## src/rtl/cache_adaptor_pkg.sv

```systemverilog
// Shared types and default geometry for the cache-line to memory-burst adaptor.
package cache_adaptor_pkg;

    localparam int DEFAULT_LINE_W  = 256;
    localparam int DEFAULT_BURST_W = 64;
    localparam int DEFAULT_ADDR_W  = 32;

    typedef enum logic [1:0] {
        IDLE  = 2'd0,
        READ  = 2'd1,
        WRITE = 2'd2,
        DONE  = 2'd3
    } adaptor_state_e;

endpackage

```

## src/rtl/burst_beat_counter.sv

```systemverilog
// Wrapping beat index counter; remembers its load value so the last beat is
// the one just before wrapping back to where the burst started.
module burst_beat_counter #(
    parameter  int BEATS = 4,
    localparam int IDX_W = $clog2(BEATS)
) (
    input  logic             clk,
    input  logic             reset_n,
    input  logic             load,
    input  logic [IDX_W-1:0] load_val,
    input  logic             en,
    output logic [IDX_W-1:0] idx,
    output logic             last
);

    logic [IDX_W-1:0] start_r;
    logic [IDX_W-1:0] next_idx_s;

    assign next_idx_s = idx + IDX_W'(1);
    assign last       = (next_idx_s == start_r);

    // Index register: load sets the start slot, enable advances modulo BEATS
    always_ff @(posedge clk) begin
        if (!reset_n) begin
            idx     <= '0;
            start_r <= '0;
        end else if (load) begin
            idx     <= load_val;
            start_r <= load_val;
        end else if (en) begin
            idx     <= next_idx_s;
        end
    end

endmodule

```

## src/rtl/cacheline_burst_adaptor.sv

```systemverilog
// Splits LLC line fills/write-backs into BEATS memory beats.
// Optional macro CACHELINE_ADAPTOR_CWF_EN: critical-word-first read fills.
module cacheline_burst_adaptor
    import cache_adaptor_pkg::*;
#(
    parameter int LINE_W  = DEFAULT_LINE_W,
    parameter int BURST_W = DEFAULT_BURST_W,
    parameter int ADDR_W  = DEFAULT_ADDR_W
) (
    input  logic              clk,
    input  logic              reset_n,
    input  logic [LINE_W-1:0] line_i,
    output logic [LINE_W-1:0] line_o,
    input  logic [ADDR_W-1:0] address_i,
    input  logic              read_i,
    input  logic              write_i,
    output logic              resp_o,
    input  logic [BURST_W-1:0] burst_i,
    output logic [BURST_W-1:0] burst_o,
    output logic [ADDR_W-1:0] address_o,
    output logic              read_o,
    output logic              write_o,
    input  logic              resp_i
);

    localparam int BEATS    = LINE_W / BURST_W;
    localparam int IDX_W    = $clog2(BEATS);
    localparam int BEAT_OFF = $clog2(BURST_W / 8);
    localparam logic [ADDR_W-1:0] LINE_MASK = ~ADDR_W'(LINE_W / 8 - 1);
    localparam logic [ADDR_W-1:0] BEAT_MASK = ~ADDR_W'(BURST_W / 8 - 1);

    adaptor_state_e    state_r;
    logic [LINE_W-1:0] line_buf_r;
    logic              cnt_load_s;
    logic [IDX_W-1:0]  cnt_load_val_s;
    logic              cnt_en_s;
    logic [IDX_W-1:0]  idx_s;
    logic [IDX_W-1:0]  next_idx_s;
    logic              last_s;
    logic [IDX_W-1:0]  start_slot_s;
    logic [ADDR_W-1:0] line_addr_s;
    logic [ADDR_W-1:0] beat_addr_s;
    logic [ADDR_W-1:0] rd_addr_s;

    assign line_addr_s = address_i & LINE_MASK;
    assign beat_addr_s = address_i & BEAT_MASK;
    assign next_idx_s  = idx_s + IDX_W'(1);

`ifdef CACHELINE_ADAPTOR_CWF_EN
    assign start_slot_s = beat_addr_s[BEAT_OFF +: IDX_W];
    assign rd_addr_s    = beat_addr_s;
`else
    assign start_slot_s = IDX_W'(0);
    assign rd_addr_s    = (beat_addr_s & line_addr_s);
`endif

    burst_beat_counter #(
        .BEATS (BEATS)
    ) u_beat_counter (
        .clk      (clk),
        .reset_n  (reset_n),
        .load     (cnt_load_s),
        .load_val (cnt_load_val_s),
        .en       (cnt_en_s),
        .idx      (idx_s),
        .last     (last_s)
    );

    // Beat counter control: load the start slot on acceptance, count acked beats
    always_comb begin
        cnt_load_s     = 1'b0;
        cnt_load_val_s = IDX_W'(0);
        cnt_en_s       = 1'b0;
        case (state_r)
            IDLE: begin
                if (write_i) begin
                    cnt_load_s = 1'b1;
                end else if (read_i) begin
                    cnt_load_s     = 1'b1;
                    cnt_load_val_s = start_slot_s;
                end else begin
                    cnt_load_s = 1'b0;
                end
            end
            READ, WRITE: cnt_en_s = resp_i;
            DONE:        cnt_en_s = 1'b0;
            default:     cnt_en_s = 1'b0;
        endcase
    end

    // Main FSM with all LLC- and memory-facing outputs registered
    always_ff @(posedge clk) begin
        if (!reset_n) begin
            state_r    <= IDLE;
            line_buf_r <= '0;
            line_o     <= '0;
            burst_o    <= '0;
            address_o  <= '0;
            read_o     <= 1'b0;
            write_o    <= 1'b0;
            resp_o     <= 1'b0;
        end else begin
            case (state_r)
                IDLE: begin
                    resp_o <= 1'b0;
                    if (write_i) begin
                        state_r    <= WRITE;
                        write_o    <= 1'b1;
                        address_o  <= line_addr_s;
                        line_buf_r <= line_i;
                        burst_o    <= line_i[BURST_W-1:0];
                    end else if (read_i) begin
                        state_r   <= READ;
                        read_o    <= 1'b1;
                        address_o <= rd_addr_s;
                    end
                end
                READ: begin
                    if (resp_i) begin
                        line_o[idx_s*BURST_W +: BURST_W] <= burst_i;
                        if (last_s) begin
                            read_o  <= 1'b0;
                            resp_o  <= 1'b1;
                            state_r <= DONE;
                        end
                    end
                end
                WRITE: begin
                    if (resp_i) begin
                        if (last_s) begin
                            write_o <= 1'b0;
                            resp_o  <= 1'b1;
                            state_r <= DONE;
                        end else begin
                            burst_o <= line_buf_r[next_idx_s*BURST_W +: BURST_W];
                        end
                    end
                end
                DONE: begin
                    resp_o  <= 1'b0;
                    state_r <= IDLE;
                end
                default: begin
                    state_r <= IDLE;
                end
            endcase
        end
    end

endmodule
```

## config.mk

```make
export PLATFORM = sky130hd
export DESIGN_NAME = cacheline_burst_adaptor
export DESIGN_NICKNAME = d
export VERILOG_FILES = /design/src/rtl/cache_adaptor_pkg.sv /design/src/rtl/burst_beat_counter.sv /design/src/rtl/cacheline_burst_adaptor.sv
export SDC_FILE = /design/constraint.sdc
export NUM_CORES = 1
export LEC_CHECK = 0
export ABC_AREA = 1
export ABC_CLOCK_PERIOD_IN_PS = 4600
export CAP_MARGIN = 20
export CORE_AREA = 2 2 276 278
export DETAILED_ROUTE_END_ITERATION = 10
export DIE_AREA = 0 0 278 280
export PLACE_DENSITY = 0.6
export SYNTH_ARGS = -nofsm -noshare
export SYNTH_HDL_FRONTEND = slang
export SYNTH_SLANG_ARGS = --single-unit
```

## constraint.sdc

```tcl
create_clock -name clk -period 4.6 [get_ports clk]
set_input_delay 1.38 -clock clk [delete_from_list [all_inputs] [get_ports clk]]
set_output_delay 1.38 -clock clk [all_outputs]
set_load 0.005 [all_outputs]
```

==> metrics.txt, run 1 <==
RSZ-0062 raised after global routing=false; Starting DRT DRC Count=1753; reg-to-reg setup timing slack=1750 ps; slack of the critical path=~1600 ps; dominant cells by area after synthesis=dfxtp_1, nand2_1, nor2_1; core box area=0.07519 mm2; cell row count=between 100 and 150; Clock Sinks=~600; CTS resizes=0; critical path capture point type=output pin; clock-pin slew on the worst setup and hold paths=60 ps; max cap viols=0; sequential share of the synthesized area=slightly below 50%; start of the worst register-to-register path=u_beat_counter.idx[0]; vias in the first global route=23620; antenna violations before repair=35; post-synthesis cell area=0.02544 mm2; GRT overflow=0; setup violators final=0; Synth top cells by count=nand2_1, nor2_1, dfxtp_1; Die ar.=about 0.08 mm2; setup repair bufs after CTS=0; Hold Buf Count CTS=0; Yosys Warn Count=0; clock buffer count from CTS=70; Post-synth ARST share=0%; Pleak=13.58 nW; flops & latches, synth=610; Cell Pwr Density=519.6 mW/mm2; EDFF count, synth=0; fin crit period=between 3000 and 4000 ps; critical path arrival=1630 ps; delay-heaviest family, CP=buffers and inverters; Post-DP Area=0.03309 mm2; reg2reg path depth=9; WL final=97230 um; Worst Path Required=3220 ps; CP max FO=3; CP max-delay cell=clkdlybuf4s50_1; post-route ant nets=0; Setup CP Type=reg2out; clk buf depth=3; die height=280 um; most numerous cell in the Yosys netlist=nand2_1; layout cells sized above 1=4.260%; Die Span X=278 um; final non-filler cell area=~0.035 mm2; worst vdd ir=slightly below 0.3 mV; final net count=4660; worst-margin pin slew=1076 ps; via density per instance=4.794; WL/cell=18.23 um; Worst Path Buf+Inv=1; Setup TNS=0 ps; max-slew violations=0; vias post-DR=25560; H-tree Lvls=3; first-pass GRT wire length=146400 um; Cell Chain, Critical Path=clkdlybuf4s50_1; Detail Placement HPWL=63780 um; Final Cycle Share=65.50%; Hold Path Class=reg2reg; Skew-Pair Late Insertion Delay=around 610 ps; Fin Hold WS=451.9 ps; leading area contributor after synthesis=dfxtp_1; Initial Util=33.83%; DRC Markers=0; share of the synthesized area in the top cell type=48.00%; Place WS=1114 ps; Max Freq=331.9 MHz; gpl congestion=0.8377; GRT Total Usage=between 20% and 30%; final hold viol count=0; I/O Buffers=between 700 and 800; CTS tree=yes; hold wc startpoint=line_buf_r[91]; DR pass1 iterations=6; status=complete, no violations; largest net degree at the start of global routing=150; Clock Skew=23.83 ps; post-synth cell types=25; Slew headroom=between 20% and 30%; Worst Setup Start Kind=flop; Worst R2R End=burst_o[35]; average size of a mapped cell=6.778 um2; Gate Count Post-Synth=3753; slowest stage delay, CP=~670 ps; Layout Utilization=a little under half; Syn-to-layout area delta=39.07%; WHS Path Cells=2; # IOs=between 700 and 800; Synth Flop Type=dfxtp_1; Root Buffer=clkbuf_16; hold endpoint=line_buf_r[91]
## area by class of cell
| cell class | count | area [um2] |
|---|---|---|
| Antenna cell | 11 | 27.53 |
| Clock buffer | 102 | 2053 |
| Clock inverter | 20 | 209.0 |
| Fill cell | 7849 | 39810 |
| Inverter | 148 | 573.1 |
| Multi-Input combinational cell | 2710 | 11460 |
| Sequential cell | 610 | 12220 |
| Tap cell | 978 | 1224 |
| Timing Repair Buffer | 753 | 7612 |
## per-layer routing
metal  wire (um)  global-route usage (%)  up-vias  share of wire, %
met3        8001                   6.720      171               8.2
met5         307                       0        -              0.32
met2       45470                   40.21      811                47
li1            -                       -    12920                 -
met4        2288                   7.374       46               2.4
met1       41160                   30.26    11620                42
## cells by family (layout without fill, tap and decap cells)
| kind of cell | Yosys count | count (layout) | synth area share [%] |
|---|---|---|---|
| and+or+nand+nor | 2014 | 2014 | 30.83 |
| adders and majority gates | 10 | 10 | 0.4918 |
| other | 1 | 16 | 0.01474 |
| AOI/OAI and AO/OA | 680 | 680 | 13.38 |
| xor gates and xnor gates | 1 | 1 | 0.03443 |
| DFF | 610 | 610 | 48.00 |
| buffers and inverters | 437 | 1023 | 7.250 |
## layout by cell type, fill, tap and decap left out, drive strengths merged, types with 15 or more instances in the layout
master	Yosys	layout
o21ai	356	356
buf	139	53
nand2	985	985
clkbuf	150	102
nand3	194	194
nor2	831	831
inv	148	150
a21oi	324	324
clkinv	0	15
clkdlybuf4s50	0	700
dfxtp	610	610
## sequential cells by signal, summed over array words and instances (netlist names)
name                flops
resp_o                  1
read_o                  1
u_beat_counter.idx      2
address_o              27
state_r                 2
line_buf_r            256
burst_o                64
write_o                 1
line_o                256
## report_power, final
| group | switching [mW] | internal [mW] | leakage [nW] | total, mW |
|---|---|---|---|---|
| Sequential | 0.521 | 6.34 | 5.00 | 6.86 |
| Combinational | 3.66 | 2.28 | 7.46 | 5.94 |
| Clock | 2.31 | 3.27 | 1.12 | 5.58 |
| Total | 6.49 | 11.9 | 13.6 | 18.4 |
## how the worst max path moves through the flow
stage / start / to / slack (ps) / cells after the start
final: read_o / read_o / 1590 / 1
after detailed placement: resp_i / line_o[71] / 1110 / 8
after CTS: burst_o[26] / burst_o[26] / 1570 / 1
after floorplan: reset_n / line_o[100] / 2250 / 5
after global routing: read_o / read_o / 1550 / 1
after global placement: resp_i / line_o[73] / 1150 / 8
## per-stage QoR
stage          instances  power, mW
2_1_floorplan       3757      10.47
3_3_place_gp        5199      12.88
3_5_place_dp        5199      12.94
4_1_cts             5321      18.56
5_1_grt             5328      19.56
6_report            5332      18.38
No activity file was read; power rests on OpenSTA's default activity.
==> run 2: changes to the inputs <==
ABC_CLOCK_PERIOD_IN_PS = 2900   (was 4600)
CORE_AREA = 2 2 278 280   (was 2 2 276 278)
DIE_AREA = 0 0 280 282   (was 0 0 278 280)
PLACE_DENSITY = 0.59   (was 0.6)
clock period = 2.9 ns   (was 4.6 ns; I/O delays follow)
==> metrics.txt, run 2 (synthesis gave the netlist of run 1 again) <==
status=complete, no violations; Cell Chain, Critical Path=clkdlybuf4s50_1; setup repair bufs after CTS=0; vias post-DR=25480; largest net degree at the start of global routing=194; max-slew violations=0; Hold Path Class=reg2reg; clk buf depth=3; Pwr Total=29.72 mW; Die Span X=280 um; antenna violations before repair=18; reg-to-reg setup timing slack=~630 ps; Syn-to-layout area delta=40.89%; CTS tree=yes; via density per instance=4.771; critical path capture point type=output pin; slack of the critical path=between 300 and 400 ps; # IOs=around 710; clock buffer count from CTS=70; WL final=about 98000 um; cell row count=a little over 100; Worst R2R End=burst_o[25]; vias in the first global route=23670; worst-margin pin slew=1159 ps; final hold viol count=0; RSZ-0062 raised after global routing=false; delay-heaviest family, CP=buffers and inverters; CP max-delay cell=clkdlybuf4s50_1; hold endpoint=line_buf_r[123]; start of the worst register-to-register path=state_r[0]; Top Registers=line_buf_r (256), line_o (256), burst_o (64); final net count=about 4700; most common cell after layout, fill and taps aside=nand2_1; Hold Buf Count CTS=0; core box area=0.07570 mm2; Skew-Pair Late Insertion Delay=610 ps; DRC Markers=0; GRT Total Usage=around a quarter; slowest stage delay, CP=approximately 570 ps; Initial Util=33.61%; Die ar.=between 0.07 and 0.08 mm2; hold wc startpoint=line_buf_r[123]; gpl congestion=between 0.8 and 0.9; setup violators final=0; WHS Path Cells=2; clock-pin slew on the worst setup and hold paths=60 ps; Slew headroom=22.74%; Setup CP Type=reg2out; Pleak=around 14 nW; Cell Pwr Density=829.2 mW/mm2; Final Cycle Share=~87%; max cap viols=0; DR pass1 iterations=6; Layout Utilization=47.35%; WL/cell=18.34 um; critical path arrival=1660 ps; layout cells sized above 1=under 10%; reg2reg path depth=8; final non-filler cell area=0.03584 mm2; first-pass GRT wire length=146600 um; Clock Sinks=610; Clock Skew=roughly 33 ps; worst vdd ir=0.5246 mV; post-route ant nets=0; Root Buffer=clkbuf_16; most frequent cells in the layout=nand2_1, nor2_1, clkdlybuf4s50_1; Worst Path Buf+Inv=1; I/O Buffers=701; Worst Setup Start Kind=flop; CTS resizes=0; Starting DRT DRC Count=1662; Place WS=between 100 and 150 ps; Post-Layout Cell Count=5341; Fin Hold WS=452.9 ps; Worst Path Required=2030 ps; CP max FO=2; Max Freq=395.5 MHz; Setup TNS=0 ps; Detail Placement HPWL=approximately 67000 um; Post-DP Area=~0.033 mm2; GRT overflow=0; die height=282 um; dpl cells=5216; fin crit period=2528 ps; H-tree Lvls=3
-- run 2: cell types whose count changed in the layout (fill, tap and decap cells not counted), sizes merged --
cell    delta
diode      -8
inv        +2
clkbuf     +5
clkinv     -7
buf       +17
-- run 2: how the worst max path moves through the flow --
stage,start,to,depth (start not counted)
2_1_floorplan,u_beat_counter.idx[0],burst_o[34],13
3_5_place_dp,write_i,line_buf_r[237],7
6_report,burst_o[60],burst_o[60],1
5_1_grt,burst_o[60],burst_o[60],1
4_1_cts,resp_o,resp_o,1
3_3_place_gp,write_i,line_buf_r[237],7
-- run 2: where the power goes --
part / internal [mW] / switching (mW)
Sequential: 10.1 / 0.814
Clock: 5.34 / 3.69
Combinational: 3.90 / 5.91
-- run 2: layout make-up --
cell class | instances | area [um2]
clock inverters | 15 | 221.5
well taps | 978 | 1224
diodes | 3 | 7.507
fillers | 7756 | 39860
flip-flops and latches | 610 | 12220
multi-input cells | 2710 | 11450
repair buffers | 770 | 8028
inverters | 148 | 570.5
clock buffers | 107 | 2123
-- run 2: per-layer routing --
| metal | track usage [%] | wire length (um) | vias to the layer above |
|---|---|---|---|
| li1 | - | - | 12930 |
| met1 | 30.44 | 41800 | 11550 |
| met2 | 40.31 | 46060 | 821 |
| met3 | 5.825 | 7498 | 147 |
| met4 | 7.240 | 2416 | 30 |
| met5 | 0 | 194 | - |
==> run 3: changes to the inputs <==
CTS_CLUSTER_SIZE = 25   (was default)
==> results of run 3 <==
Same layout as run 2: the final DEF is identical, and so are final timing and power.
